File: src/rtl/decoder_rr_arbiter.sv
// decoder_rr_arbiter: round-robin owner select for a shared 3-to-8 decoder, with hold timeout.
module decoder_rr_arbiter #(
  parameter int MAX_HOLD = 16
) (
  input  logic       clock,
  input  logic       reset,
  input  logic [7:0] req,
  input  logic       done,
  output logic [2:0] sel,
  output logic       sel_en,
  output logic [7:0] grant,
  output logic       timeout,
  output logic       busy
);
  typedef enum logic {IDLE, GRANT} state_t;
  state_t state, state_n;
  logic [2:0] last, last_n, sel_n, pick;
  logic [7:0] hold_cnt, hold_n;
  logic sel_en_n, timeout_n, hit_limit, release_g;
  always_comb begin
    pick = last;
    // scan from farthest to nearest so the nearest set bit after last wins
    for (int k = 8; k >= 1; k--)
      if (req[last + 3'(k)]) pick = last + 3'(k);
    hit_limit = (MAX_HOLD != 0) && (hold_cnt == 8'(MAX_HOLD - 1));
    release_g = done || !req[sel] || hit_limit;
    state_n   = state;
    sel_n     = sel;
    sel_en_n  = sel_en;
    last_n    = last;
    hold_n    = hold_cnt;
    timeout_n = 1'b0;
    if (state == IDLE) begin
      if (|req) begin
        state_n  = GRANT;
        sel_n    = pick;
        sel_en_n = 1'b1;
        hold_n   = 8'd0;
      end
    end else if (release_g) begin
      state_n   = IDLE;
      sel_en_n  = 1'b0;
      last_n    = sel;
      timeout_n = hit_limit && !done && req[sel];
    end else begin
      hold_n = (hold_cnt == 8'hFF) ? hold_cnt : hold_cnt + 8'd1;
    end
  end
  always_ff @(posedge clock) begin
    if (reset) begin
      state    <= IDLE;
      sel      <= 3'd0;
      sel_en   <= 1'b0;
      grant    <= 8'd0;
      timeout  <= 1'b0;
      busy     <= 1'b0;
      last     <= 3'd7;
      hold_cnt <= 8'd0;
    end else begin
      state    <= state_n;
      sel      <= sel_n;
      sel_en   <= sel_en_n;
      grant    <= sel_en_n ? (8'd1 << sel_n) : 8'd0;
      timeout  <= timeout_n;
      busy     <= sel_en_n;
      last     <= last_n;
      hold_cnt <= hold_n;
    end
  end
endmodule

File: config.mk
export PLATFORM = sky130hd
export DESIGN_NAME = decoder_rr_arbiter
export DESIGN_NICKNAME = d
export VERILOG_FILES = /design/src/rtl/decoder_rr_arbiter.sv
export SDC_FILE = /design/constraint.sdc
export NUM_CORES = 1
export LEC_CHECK = 0
export ABC_AREA = 1
export CAP_MARGIN = 5
export CORE_ASPECT_RATIO = 0.75
export CORE_MARGIN = 2
export CORE_UTILIZATION = 42
export DETAILED_ROUTE_END_ITERATION = 16
export PLACE_DENSITY = 0.66
export RECOVER_POWER = 100
export SETUP_SLACK_MARGIN = 0.2
export SYNTH_ARGS = -nofsm -noshare
export SYNTH_HDL_FRONTEND = slang
export SYNTH_SLANG_ARGS = --single-unit
File: constraint.sdc
create_clock -name clock -period 3.9 [get_ports clock]
set_clock_uncertainty 0.05 [all_clocks]
set_input_delay 0.39 -clock clock [delete_from_list [all_inputs] [get_ports clock]]
set_output_delay 0.39 -clock clock [all_outputs]
set_load 0.02 [all_outputs]
# ---- Yosys cells after proc, flatten, opt, wreduce, memory -nomap -nowiden
# Index checks and enable logic that the tools add are counted.
dict set report totals {
  regBits 25
  latch_bits 0
  mem_bits_rw 0
  rom_bits 0
  in_bits 11
  wordCells 78
  mem_count 0
}
dict set report op_classes {
  add_sub_neg 8
  n_mul 0
  div_mod_pow 0
  order_cmp 8
  eq_ne 4
  shift 1
  n_mux 35
  n_bitwise 3
  n_reduce_logical 12
}
# cell count
set ops {}
lappend ops {{3-bit by 4-bit less-than comparator with 1-bit output, second input constant} 8}
lappend ops {{8-bit two-way mux} 4}
lappend ops {{3-bit two-way mux} 9}
lappend ops {{1-bit binary-select mux with 3-bit select} 8}
lappend ops {{1-bit two-way mux} 14}
lappend ops {{3-bit adder, second input constant} 4}
lappend ops {{8-bit by 1-bit adder with 8-bit output, second input constant} 1}
lappend ops {{8-bit by 4-bit == test with 1-bit output, second input constant} 1}
lappend ops {{8-bit == test, second input constant} 1}
lappend ops {{8-bit OR reduction} 1}
lappend ops {{1-bit by 3-bit left shift with 8-bit output, first input constant} 1}
lappend ops {{3-bit by 2-bit adder with 3-bit output, second input constant} 2}
lappend ops {{2-bit != test, second input constant} 2}
lappend ops {{3-bit by 1-bit adder with 3-bit output, second input constant} 1}
lappend ops {{1-bit inverter} 3}
lappend ops {{3-bit AND reduction} 1}
lappend ops {{3-bit OR reduction} 1}
lappend ops {{1-bit logical AND} 2}
lappend ops {{1-bit logical NOT} 2}
lappend ops {{1-bit logical OR} 2}
lappend ops {{2-bit AND reduction} 1}
lappend ops {{2-bit nonzero test} 1}
lappend ops {{2-bit OR reduction} 1}

# ---- Longest topological paths before layout
dict set report depth {
  ltp_word 13
  depth_mapped 20
  ltp_nobuf 19
}

# ---- Worst setup path after synthesis
# No wires, ideal clock.
dict set report synth_timing {
  path_type {flip-flop to flip-flop}
  startpoint {register last[1]}
  endpoint {register grant[0]}
  setup_time_ns 0.065
  arrival_ns 1.956
  slack_ns 1.829
  path_stages_with_launch 17
  n_path_buf 1
  synth_period_minus_slack_ns 2.071
  path_cell_list {dfxtp_1 buf_4 inv_1 ha_1 inv_2 nand3_1 nand3_1 nand2_1 a21oi_1 nand2_1 nand2_1 nand2_1 nand2_1 nand2_1 a21oi_2 nand2_1 nor2_1}
}
dict set report synth_via {
  elab_chain_len 13
  elab_cells_between_ends 31
}
# element line_no
set synth_lines {}
lappend synth_lines {{start, declared} 17} ;# logic [2:0] last, last_n, sel_n, pick;
lappend synth_lines {{start signal, assigned} 66} ;# last <= last_n;
lappend synth_lines {{3-bit adder} 24} ;# if (req[last + 3'(k)]) pick = last + 3'(k);
lappend synth_lines {{1-bit binary-select mux with 3-bit select} 24}
lappend synth_lines {{1-bit two-way mux (not written as such)} 24}
lappend synth_lines {{3-bit two-way mux (6 in series)} 24}
lappend synth_lines {{3-bit two-way mux (*)} 24}
lappend synth_lines {{3-bit two-way mux (*)} 34} ;# if (|req) begin
lappend synth_lines {{3-bit two-way mux (*)} 33} ;# if (state == IDLE) begin
lappend synth_lines {{1-bit by 3-bit left shift with 8-bit output (*)} 63} ;# grant <= sel_en_n ? (8'd1 << sel_n) : 8'd0;
lappend synth_lines {{end signal, assigned} 63}
lappend synth_lines {{end, declared} 11} ;# output logic [7:0] grant,
# Mark *: on every way between the ends. The rest lies on a longest branch, timed or not. The select of a mux whose other input is x is not followed.
# A chain may end at the register's enable or synchronous reset.

# ---- Final worst setup path
dict set report layout_timing {
  startpoint {input port req[0]}
  endpoint {register hold_cnt[5]}
}
dict set report layout_via {
  elab_chain_len 7
  elab_cells_between_ends 9
}
# element line_no
set layout_lines {}
lappend layout_lines {{start, declared} 7} ;# input logic [7:0] req,
lappend layout_lines {{1-bit binary-select mux with 3-bit select} 26} ;# release_g = done || !req[sel] || hit_limit;
lappend layout_lines {{1-bit two-way mux (not written as such)} 26}
lappend layout_lines {{1-bit logical NOT} 26}
lappend layout_lines {{1-bit logical OR (2 in series)} 26}
lappend layout_lines {{2-bit != test (no source line)} -}
lappend layout_lines {{3-bit AND reduction (no source line) (*)} -}
lappend layout_lines {{end signal, assigned} 67} ;# hold_cnt <= hold_n;
lappend layout_lines {{end, declared} 18} ;# logic [7:0] hold_cnt, hold_n;
# Marked as above.

==> summary.txt <==
Setup path
  – CP max FO: 9
  – Critical path arrival: approximately 3.3 ns
  – Worst EP required: about 4.1 ns
  – Reg2Reg Setup Slack: approximately 1 ns
  – Reg2reg path depth: 15
  – CP Launch Type: input pin
  – Crit path capture type: register
  – RR Endpoint: grant[4]$_SDFF_PP0_
  – R2r startpoint: last[0]$_SDFFE_PP1P_
  – Crit path kind: in2reg

Timing
  – Slew @ Worst Pin: about 1.3 ns
  – RSZ-0062 raised after global routing: false
  – Min Tclk post-route: between 3 and 4 ns
  – Max Slew Vio Count: 0
  – Fin Hold WS: 0.431 ns
  – Setup TNS: 0 ns
  – Fin crit share: between 70% and 80%
  – Fin worst setup slack: between 0.8 and 0.9 ns
  – Final Hold Fails: 0
  – Normalized max-slew margin: 15.3%
  – Final setup fails: 0
  – Fmax: around 320 MHz

Cells and area
  – Finished Core Util: between 50% and 60%
  – Fin area: around 2000 µm²
  – Layout cell share with drive strength beyond 1: around 5%
  – # fillers: just under 400
  – P&R area growth vs syn: 15.7%
  – Antenna diodes: 0
  – Final-stage net count: 309
  – Multi-input gate area: 976 µm²
  – Layout Cells excl Fill: approximately 350
  – Sequential cell area: around 500 µm²

Synth
  – Synthesized cell area: about 1700 µm²
  – Post-synthesis cell count: 272
  – Number of synthesized flops with an enable pin: 0
  – YS warnings: 0
  – Dominant synthesized flop cell: dfxtp_1
  – Register area share after synthesis: 29.4%
  – Count leader, synth: nand2_1
  – Leading area contributor after synthesis: dfxtp_1
  – Mapped Nets: 286
  – Top cells by area, synth: dfxtp_1 29%, nand2_1 19%, nand3_1 12%
  – Average cell area after synthesis: 6.25 µm²
  – Ys async rst share: 0%
  – Synth cell count leaders: 85 x nand2_1, 41 x nand3_1, 31 x inv_1, 28 x nor2_1, 25 x dfxtp_1
  – Synth top area share: between 20% and 30%
  – Synth Register Bits: 25
  – Synth cell types: 34

Placement
  – Inst Count DP: ~340
  – Hpwl dp: between 3000 and 4000 µm
  – Setup WS pre-CTS: approximately 1.3 ns
  – Gpl congestion: between 0.9 and 1
  – Post-DP Area: just under 2000 µm²
  – Port bufs: 24

Floorplanning
  – Rows: 19
  – Starting density of the core: between 40 and 50%
  – Io pins: 25
  – Die Y: approximately 59 µm
  – Die Area: between 4000 and 5000 µm²
  – Die W: 77.5 µm
  – Core area: ~3800 µm²

Worst hold path
  – End of the worst hold path: hold_cnt[2]$_SDFFE_PP0P_
  – Min-Delay Path Class: reg2reg
  – Hold_sp: hold_cnt[2]$_SDFFE_PP0P_
  – Hold Crit Depth: 2

Power and ir drop
  – Seq pwr share: 27.8%
  – Power, Total: around 1.3 mW
  – Share of total power in the clock network: a little under an eighth
  – Net Sw Power: 0.654 mW
  – Internal power: 0.655 mW
  – Static leakage: approximately 0.98 nW
  – Power Density: approximately 670 nW/µm²
  – Combinational power share: about three fifths
  – Peak supply drop: between 0.0002 and 0.0003 V
  – Sw Share: between 40 and 50%

Routing
  – DRC violations left: 0
  – Number of vias per cell: between 5 and 6
  – DRT Pass-1 Iters: 5
  – Routed WL: around 4100 µm
  – Drt initial violations: 174
  – WL/cell: between 10 and 15 µm
  – DR vias: ~1.8k
  – ANT nets after route: 0

Outcome
  – Status: finished, final reports clean

CTS
  – CTS buffer count: 3
  – Clock root buffer: clkbuf_8
  – Hold_buf cts: 0
  – CTS tree: built
  – Clock transition at path regs: around 0.08 ns
  – Clock sinks: 25
  – Max clock buf depth: 2
  – H-tree levels: 1
  – Setup bufs post-CTS: 0
  – CTS resizes: 0
  – Worst skew pair latency: 0.26 ns

Global routing
  – Largest net degree at the start of global routing: 14
  – Remaining Overflow, GRT: 0
  – Global-route wire length before repair: a little under 7000 µm
  – Vias in the first global route: between 1.5k and 2k
  – Number of antenna violations at the first check in global routing: 0
  – Total track usage: 18.5%

Job
  – Max cap viols: 0
-- layer usage --
metal / GRT usage (%) / share of wire (%)
met4: 2.30 / 0.34
met3: 4.42 / 7.8
met5: 0 / 0
met2: 28.4 / 42
met1: 27.3 / 50
-- worst max-delay path by stage --
stage	start	end	slack [ns]	depth (start not counted)
global placement	last[0]$_SDFFE_PP1P_	grant[0]$_SDFF_PP0_	1.26	15
floorplan	last[1]$_SDFFE_PP1P_	grant[0]$_SDFF_PP0_	1.83	16
finish	req[0]	hold_cnt[5]$_SDFFE_PP0P_	0.81	13
global route	req[0]	hold_cnt[3]$_SDFFE_PP0P_	0.52	12
CTS	last[0]$_SDFFE_PP1P_	grant[4]$_SDFF_PP0_	1.28	15
detailed placement	last[0]$_SDFFE_PP1P_	grant[4]$_SDFF_PP0_	1.31	15
-- state kept, by name, indices dropped and copies added, names as in the netlist --
| signal | cells |
|---|---|
| grant | 8 |
| hold_cnt | 8 |
| last | 3 |
| sel | 3 |
| busy | 1 |
| state | 1 |
| timeout | 1 |
-- cell usage in the layout, fill, tap and decap left out, types with 3 or more instances in the layout --
master,count
dfxtp_1,25
inv_1,33
inv_2,3
clkdlybuf4s50_1,9
clkbuf_8,3
o211ai_1,3
nor2_1,29
nand3_1,41
a21oi_1,13
o21ai_1,5
dlygate4sd3_1,15
nor4_1,3
nand2_1,85
o21ai_0,4
ha_1,3
-- power by group through the flow --
stage / Combinational (mW) / Sequential, mW / Clock (mW)
6_report: 0.797 / 0.363 / 0.148
2_1_floorplan: 0.616 / 0.378 / 0
3_5_place_dp: 0.820 / 0.371 / 0
5_1_grt: 0.902 / 0.369 / 0.159
3_3_place_gp: 0.830 / 0.371 / 0
4_1_cts: 0.822 / 0.365 / 0.153
-- critical path: stages --
cell and delay (ns):
dlygate4sd3_1 0.61, nor2_1 0.06, nor2_1 0.08, o21ai_0 0.10, nand3_2 0.08, nand3b_2 0.08
o21ai_0 0.98, nand3_4 0.20, clkinvlp_2 0.31, nand2_2 0.11, o21ai_2 0.12, nand2_1 0.05
nor2_1 0.07
-- kinds of logic after synthesis --
family,count (synthesis),synth area share [%]
adders and majority gates,3,2.21
AOI/OAI and AO/OA,29,10.6
and+or+nand+nor,170,45.2
xor gates and xnor gates,2,1.47
DFF,25,29.4
buffers and inverters,43,11.1
-- area by class of cell --
type	count	area share, %
Clock buffer	4	2.29
Inverter	37	7.12
Multi-Input combinational cell	204	49.6
Sequential cell	25	25.4
Tap cell	52	3.31
Timing Repair Buffer	24	12.2
Note: power is estimated with default switching activity, not from simulation.
